[config.mk]
export PLATFORM = sky130hd
export DESIGN_NAME = ap_ctrl_stats_monitor
export DESIGN_NICKNAME = d
export VERILOG_FILES = /design/src/rtl/ap_ctrl_stats_monitor.sv
export SDC_FILE = /design/constraint.sdc
export NUM_CORES = 2
export LEC_CHECK = 0
export CAP_MARGIN = 30
export CORE_ASPECT_RATIO = 1.4
export CORE_MARGIN = 10
export CORE_UTILIZATION = 40
export DETAILED_ROUTE_END_ITERATION = 8
export PLACE_DENSITY = 0.62
export SLEW_MARGIN = 20
export SYNTH_ARGS = -nofsm -noshare
export SYNTH_HDL_FRONTEND = slang
export SYNTH_SLANG_ARGS = --single-unit
[constraint.sdc]
create_clock -name clock -period 14.76 [get_ports clock]
set_input_delay 4.428 -clock clock [delete_from_list [all_inputs] [get_ports clock]]
set_output_delay 4.428 -clock clock [all_outputs]
set_load 0.01 [all_outputs]
[src/rtl/ap_ctrl_stats_monitor.sv]
// N-channel ap_ctrl_hs / ap_ctrl_chain handshake monitor with per-channel
// transaction, latency and stall statistics plus sticky timeout / protocol flags.
module ap_ctrl_stats_monitor #(
  parameter int unsigned    N_CH       = 4,
  parameter int unsigned    CNT_W      = 32,
  parameter int unsigned    TIMEOUT    = 65535,
  parameter logic [N_CH-1:0] CHAIN_MASK = '0,
  localparam int unsigned   SEL_W      = (N_CH > 1) ? $clog2(N_CH) : 1
) (
  input  logic             clock,
  input  logic             reset,
  input  logic             clear,
  input  logic             finish,
  input  logic [N_CH-1:0]  ch_ap_start,
  input  logic [N_CH-1:0]  ch_ap_ready,
  input  logic [N_CH-1:0]  ch_ap_done,
  input  logic [N_CH-1:0]  ch_ap_continue,
  input  logic [SEL_W-1:0] rd_sel,
  input  logic [2:0]       rd_field,
  output logic [CNT_W-1:0] rd_data,
  output logic [N_CH-1:0]  busy,
  output logic [N_CH-1:0]  timeout,
  output logic [N_CH-1:0]  proto_err,
  output logic             all_idle,
  output logic             finished
);

  typedef enum logic [1:0] {IDLE, BUSY, DONE_WAIT} state_t;

  localparam logic [CNT_W-1:0] TO_VAL = CNT_W'(TIMEOUT - 1);

  state_t           state     [N_CH];
  state_t           state_nxt [N_CH];
  logic [CNT_W-1:0] lat       [N_CH];
  logic [CNT_W-1:0] lat_nxt   [N_CH];
  logic [CNT_W-1:0] rec_lat   [N_CH];
  logic [CNT_W-1:0] txn_cnt   [N_CH];
  logic [CNT_W-1:0] last_lat  [N_CH];
  logic [CNT_W-1:0] min_lat   [N_CH];
  logic [CNT_W-1:0] max_lat   [N_CH];
  logic [CNT_W-1:0] stall_cnt [N_CH];
  logic [N_CH-1:0]  rec, stall_ev, to_ev, pe_ev, cont_eff;
  logic [CNT_W-1:0] rd_nxt;
  logic             finish_seen;

  function automatic logic [CNT_W-1:0] sat_inc(input logic [CNT_W-1:0] v);
    return (&v) ? v : v + 1'b1;
  endfunction

  // Non-chain channels behave as if ap_continue were tied high.
  assign cont_eff = ~CHAIN_MASK | ch_ap_continue;

  always_ff @(posedge clock or negedge reset) begin
    if (!reset) begin
      for (int unsigned i = 0; i < N_CH; i++) begin
        state[i] <= IDLE;
        lat[i]   <= '0;
      end
    end else begin
      for (int unsigned i = 0; i < N_CH; i++) begin
        state[i] <= state_nxt[i];
        lat[i]   <= lat_nxt[i];
      end
    end
  end

  always_comb begin
    for (int unsigned i = 0; i < N_CH; i++) begin
      state_nxt[i] = state[i];
      lat_nxt[i]   = lat[i];
      rec[i]       = 1'b0;
      rec_lat[i]   = '0;
      stall_ev[i]  = 1'b0;
      to_ev[i]     = 1'b0;
      pe_ev[i]     = 1'b0;
      unique case (state[i])
        IDLE: begin
          if (ch_ap_start[i]) begin
            lat_nxt[i] = '0;
            if (ch_ap_done[i]) rec[i] = 1'b1;
            else               state_nxt[i] = BUSY;
          end else if (ch_ap_done[i] || ch_ap_ready[i]) begin
            pe_ev[i] = 1'b1;
          end
        end
        BUSY: begin
          lat_nxt[i] = sat_inc(lat[i]);
          to_ev[i]   = (lat[i] == TO_VAL);
          if (ch_ap_done[i]) begin
            rec[i]       = 1'b1;
            rec_lat[i]   = sat_inc(lat[i]);
            state_nxt[i] = cont_eff[i] ? IDLE : DONE_WAIT;
          end
        end
        DONE_WAIT: begin
          pe_ev[i] = ch_ap_done[i];
          if (cont_eff[i]) state_nxt[i] = IDLE;
          else             stall_ev[i]  = 1'b1;
        end
        default: state_nxt[i] = IDLE;
      endcase
    end
  end

  always_comb begin
    busy = '0;
    for (int unsigned i = 0; i < N_CH; i++) busy[i] = (state[i] != IDLE);
    all_idle = ~|busy;
  end

  // clear wipes statistics only; the FSMs and latency counters keep running.
  always_ff @(posedge clock or negedge reset) begin
    if (!reset) begin
      for (int unsigned i = 0; i < N_CH; i++) begin
        txn_cnt[i]   <= '0;
        last_lat[i]  <= '0;
        min_lat[i]   <= '1;
        max_lat[i]   <= '0;
        stall_cnt[i] <= '0;
      end
      timeout   <= '0;
      proto_err <= '0;
    end else if (clear) begin
      for (int unsigned i = 0; i < N_CH; i++) begin
        txn_cnt[i]   <= '0;
        last_lat[i]  <= '0;
        min_lat[i]   <= '1;
        max_lat[i]   <= '0;
        stall_cnt[i] <= '0;
      end
      timeout   <= '0;
      proto_err <= '0;
    end else begin
      for (int unsigned i = 0; i < N_CH; i++) begin
        if (rec[i]) begin
          txn_cnt[i]  <= sat_inc(txn_cnt[i]);
          last_lat[i] <= rec_lat[i];
          if (rec_lat[i] < min_lat[i]) min_lat[i] <= rec_lat[i];
          if (rec_lat[i] > max_lat[i]) max_lat[i] <= rec_lat[i];
        end
        if (stall_ev[i]) stall_cnt[i] <= sat_inc(stall_cnt[i]);
        if (to_ev[i])    timeout[i]   <= 1'b1;
        if (pe_ev[i])    proto_err[i] <= 1'b1;
      end
    end
  end

  always_comb begin
    rd_nxt = '0;
    for (int unsigned i = 0; i < N_CH; i++) begin
      if (rd_sel == SEL_W'(i)) begin
        case (rd_field)
          3'd0:    rd_nxt = txn_cnt[i];
          3'd1:    rd_nxt = last_lat[i];
          3'd2:    rd_nxt = min_lat[i];
          3'd3:    rd_nxt = max_lat[i];
          3'd4:    rd_nxt = stall_cnt[i];
          3'd5:    rd_nxt = CNT_W'({proto_err[i], timeout[i], busy[i]});
          default: rd_nxt = '0;
        endcase
      end
    end
  end

  always_ff @(posedge clock or negedge reset) begin
    if (!reset) begin
      rd_data     <= '0;
      finish_seen <= 1'b0;
      finished    <= 1'b0;
    end else begin
      rd_data <= rd_nxt;
      if (finish) finish_seen <= 1'b1;
      finished <= finish_seen && all_idle;
    end
  end

endmodule

==> results.json <==
{
  "start_util_pct": 40.3,
  "synth_flop_cell": "dfrtp_1",
  "yosysSeqAreaShare_pct": 40.1,
  "mappedNetlistArea_um2": 43200,
  "synth_cell_types": 89,
  "numPortBuffers": 66,
  "dr.pass1.iters": 6,
  "fp.dieW_um": 298,
  "cp-end-kind": "register",
  "core.rowCount": 142,
  "cp.arrival_ns": 9.27,
  "hold_viol": 0,
  "ir_drop_mv": 0.0677,
  "tightest_slew_ns": 1.07,
  "drt-met1-wl_um": 54900,
  "core_area_um2": 107000,
  "met2_wirelength_um": 69400,
  "drc": 0,
  "min_path_cells": 1,
  "finalCritPeriodShare_pct": 59.4,
  "die_area_um2": 122000,
  "drt_iter0_markers": 3263,
  "final_antenna_net_count": 0,
  "vias_per_cell": 5.85,
  "cts-resized-gates": 0,
  "nNetsFinal": 5016,
  "wl_per_cell_um": 22.5,
  "synth_fp_nets": 5079,
  "avgSynthCellArea_um2": 8.98,
  "synth.top_cells.by_count": "nor2_1, dfrtp_1, a21oi_1",
  "track_usage_pct": 22.5,
  "antenna_found_initial": 1,
  "cts-buffers-inserted": 75,
  "max_clock_freq_ghz": 0.114,
  "syn_inst": 4806,
  "fin_skew_ns": 0.0299,
  "r2r_end": "max_lat[42]",
  "routed.top_layer": "met5",
  "cts_tree": "built",
  "final_cell_area_um2": 48000,
  "cts_hold_buf": 0,
  "grt-ovfl-total": 0,
  "layout-drive-gt1-share_pct": 9.82,
  "nFillCells": 10386,
  "ys_warn_count": 0,
  "yosysMostFrequentCell": "nor2_1",
  "worst_r2r_startpoint": "lat[40]",
  "synth_top_area_share_pct": 32.4,
  "hp-start": "finish_seen",
  "slew_viol_final": 0,
  "htree_levels": 3,
  "rsz0062_at_grt": "false",
  "synth_edf_count": 0,
  "power_density_nw_per_um2": 96.0,
  "cts_root_buffer": "clkbuf_16",
  "routed_wirelength_um": 141000,
  "setup_tns_ns": 0,
  "post_cts_buffers": 0,
  "crit_fanout": 62,
  "yosys.area.top_type": "dfrtp_1",
  "netlist_top_cells_area": "dfrtp_1, dfstp_2, ha_1, nor2_1, mux2i_1",
  "placed_area_um2": 45200,
  "n_antenna_cell": 0,
  "grt_max_degree": 158,
  "max_cap_viol_count": 0,
  "die_h_um": 409,
  "placed_cells": 6098,
  "area_growth_pct": 11.3,
  "cts_sinks": 686,
  "clock_path_buffers": 3,
  "hpwlAfterDp_um": 99500,
  "worst_skew_pair.late_latency_ns": 0.68,
  "layout_min_cycle_time_ns": 8.77,
  "reg2regPathDepth": 19,
  "holdPathEnd": "finish_seen",
  "crit_required_ns": 15.27,
  "hold_class": "reg2reg",
  "pin_count": 71,
  "outcome": "completed",
  "clk_pin_slew_ns": 0.06,
  "setup_violations": 0,
  "vias": 36542,
  "slew_headroom_pct": 29.0,
  "r2r_slack_ns": 8.45,
  "fin_util_pct": 44.8,
  "cp-start-kind": "input port",
  "grt_pass1_wl_um": 217000,
  "synthArstFlopShare_pct": 100,
  "fin_cells": 6246,
  "grt_pass1_vias": 35809,
  "p_leak_nw": 21.7,
  "crit_type": "in2reg",
  "dr_wl_met3_um": 7390,
  "place.gp.congestion": 0.892,
  "ys_seq_elements": 686
}
[metrics by stage]
| step | total power [W] | setup slack [ns] | hold slack, ns |
|---|---|---|---|
| final | 0.00461 | 5.99 | 0.458 |
| after global routing | 0.00477 | 5.63 | 0.507 |
| after CTS | 0.00464 | 6.01 | 0.464 |
| after detailed placement | 0.00255 | 5.31 | 0.450 |
| after global placement | 0.00254 | 5.35 | 0.444 |
| after floorplan | 0.00232 | 7.05 | 0.430 |
[worst max-delay path by stage]
stage / startpoint / endpoint / cells after the start
after floorplan: ch_ap_done[2] / max_lat[33] / 15
after global placement: ch_ap_done[2] / max_lat[42] / 15
after detailed placement: ch_ap_done[2] / max_lat[41] / 15
after CTS: ch_ap_done[2] / max_lat[42] / 15
after global routing: ch_ap_done[2] / max_lat[44] / 15
final: ch_ap_done[2] / max_lat[42] / 15
[worst max-delay path: stages]
cell,delay (ns)
clkdlybuf4s50_1,0.59
nand2_2,0.14
buf_4,0.53
nor2_1,0.24
ha_1,0.35
a211oi_1,0.20
o21ai_0,0.13
a221o_1,0.34
a2111oi_0,0.48
a21oi_1,0.14
a41o_1,0.29
o21ai_4,0.62
buf_4,0.46
mux2i_1,0.23
nor2_1,0.05
[registers in the layout, indices dropped and copies added, names as in the netlist]
| name | count |
|---|---|
| last_lat | 128 |
| lat | 128 |
| max_lat | 128 |
| min_lat | 128 |
| txn_cnt | 128 |
| rd_data | 32 |
| proto_err | 4 |
| state | 4 |
| timeout | 4 |
| finish_seen | 1 |
| finished | 1 |
[cell type report]
| cell class | instances | area (µm²) | area share [%] |
|---|---|---|---|
| Clock inverter | 37 | 528 | 1.10 |
| Multi-Input combinational cell | 3519 | 23600 | 49.1 |
| Sequential cell | 686 | 17300 | 36.1 |
| Clock buffer | 103 | 2140 | 4.47 |
| Tap cell | 1440 | 1800 | 3.75 |
| Timing Repair Buffer | 145 | 1430 | 2.98 |
| Inverter | 316 | 1190 | 2.47 |
[layer usage]
layer  up-vias  GRT usage (%)
li1      16973              -
met1     18075           26.5
met2      1169           38.6
met3       323           3.08
met4         2           13.8
met5         -              0
[cells in the final DEF (no fill, tap or decap), types with 39 or more instances in the layout]
master	netlist	final
a21o_1	66	66
nand3_1	152	151
dfrtp_1	558	554
buf_4	11	68
mux2_2	46	46
ha_1	248	248
a21oi_1	404	404
nor2_1	625	622
nand4_1	117	117
mux2i_1	216	216
clkdlybuf4s50_1	0	61
a22oi_1	47	47
xor2_1	93	93
inv_1	315	315
nand2_1	304	302
o311ai_0	45	45
o21ai_0	251	251
clkbuf_16	0	77
dfstp_2	128	128
and4_1	40	40
mux4_2	39	39
nor3_1	60	59
nand2b_1	80	80
or3_1	40	40
xnor2_1	125	125
and3_1	63	63
nor2b_1	52	49
[where the power goes]
group / switching [W] / internal (W)
sequential: 0.0000478 / 0.00195
clock: 0.000852 / 0.00124
combinational: 0.000355 / 0.000169
total: 0.00125 / 0.00336
[cells by family after synthesis]
kind of cell,Yosys count,synth area share [%]
compound gates,1103,16.1
xor+xnor,218,4.42
fa+ha+maj,255,7.36
buf+inv,601,5.42
flops,686,40.1
mux,301,8.25
simple gates,1642,18.3
Note: power is estimated with default switching activity, not from simulation.
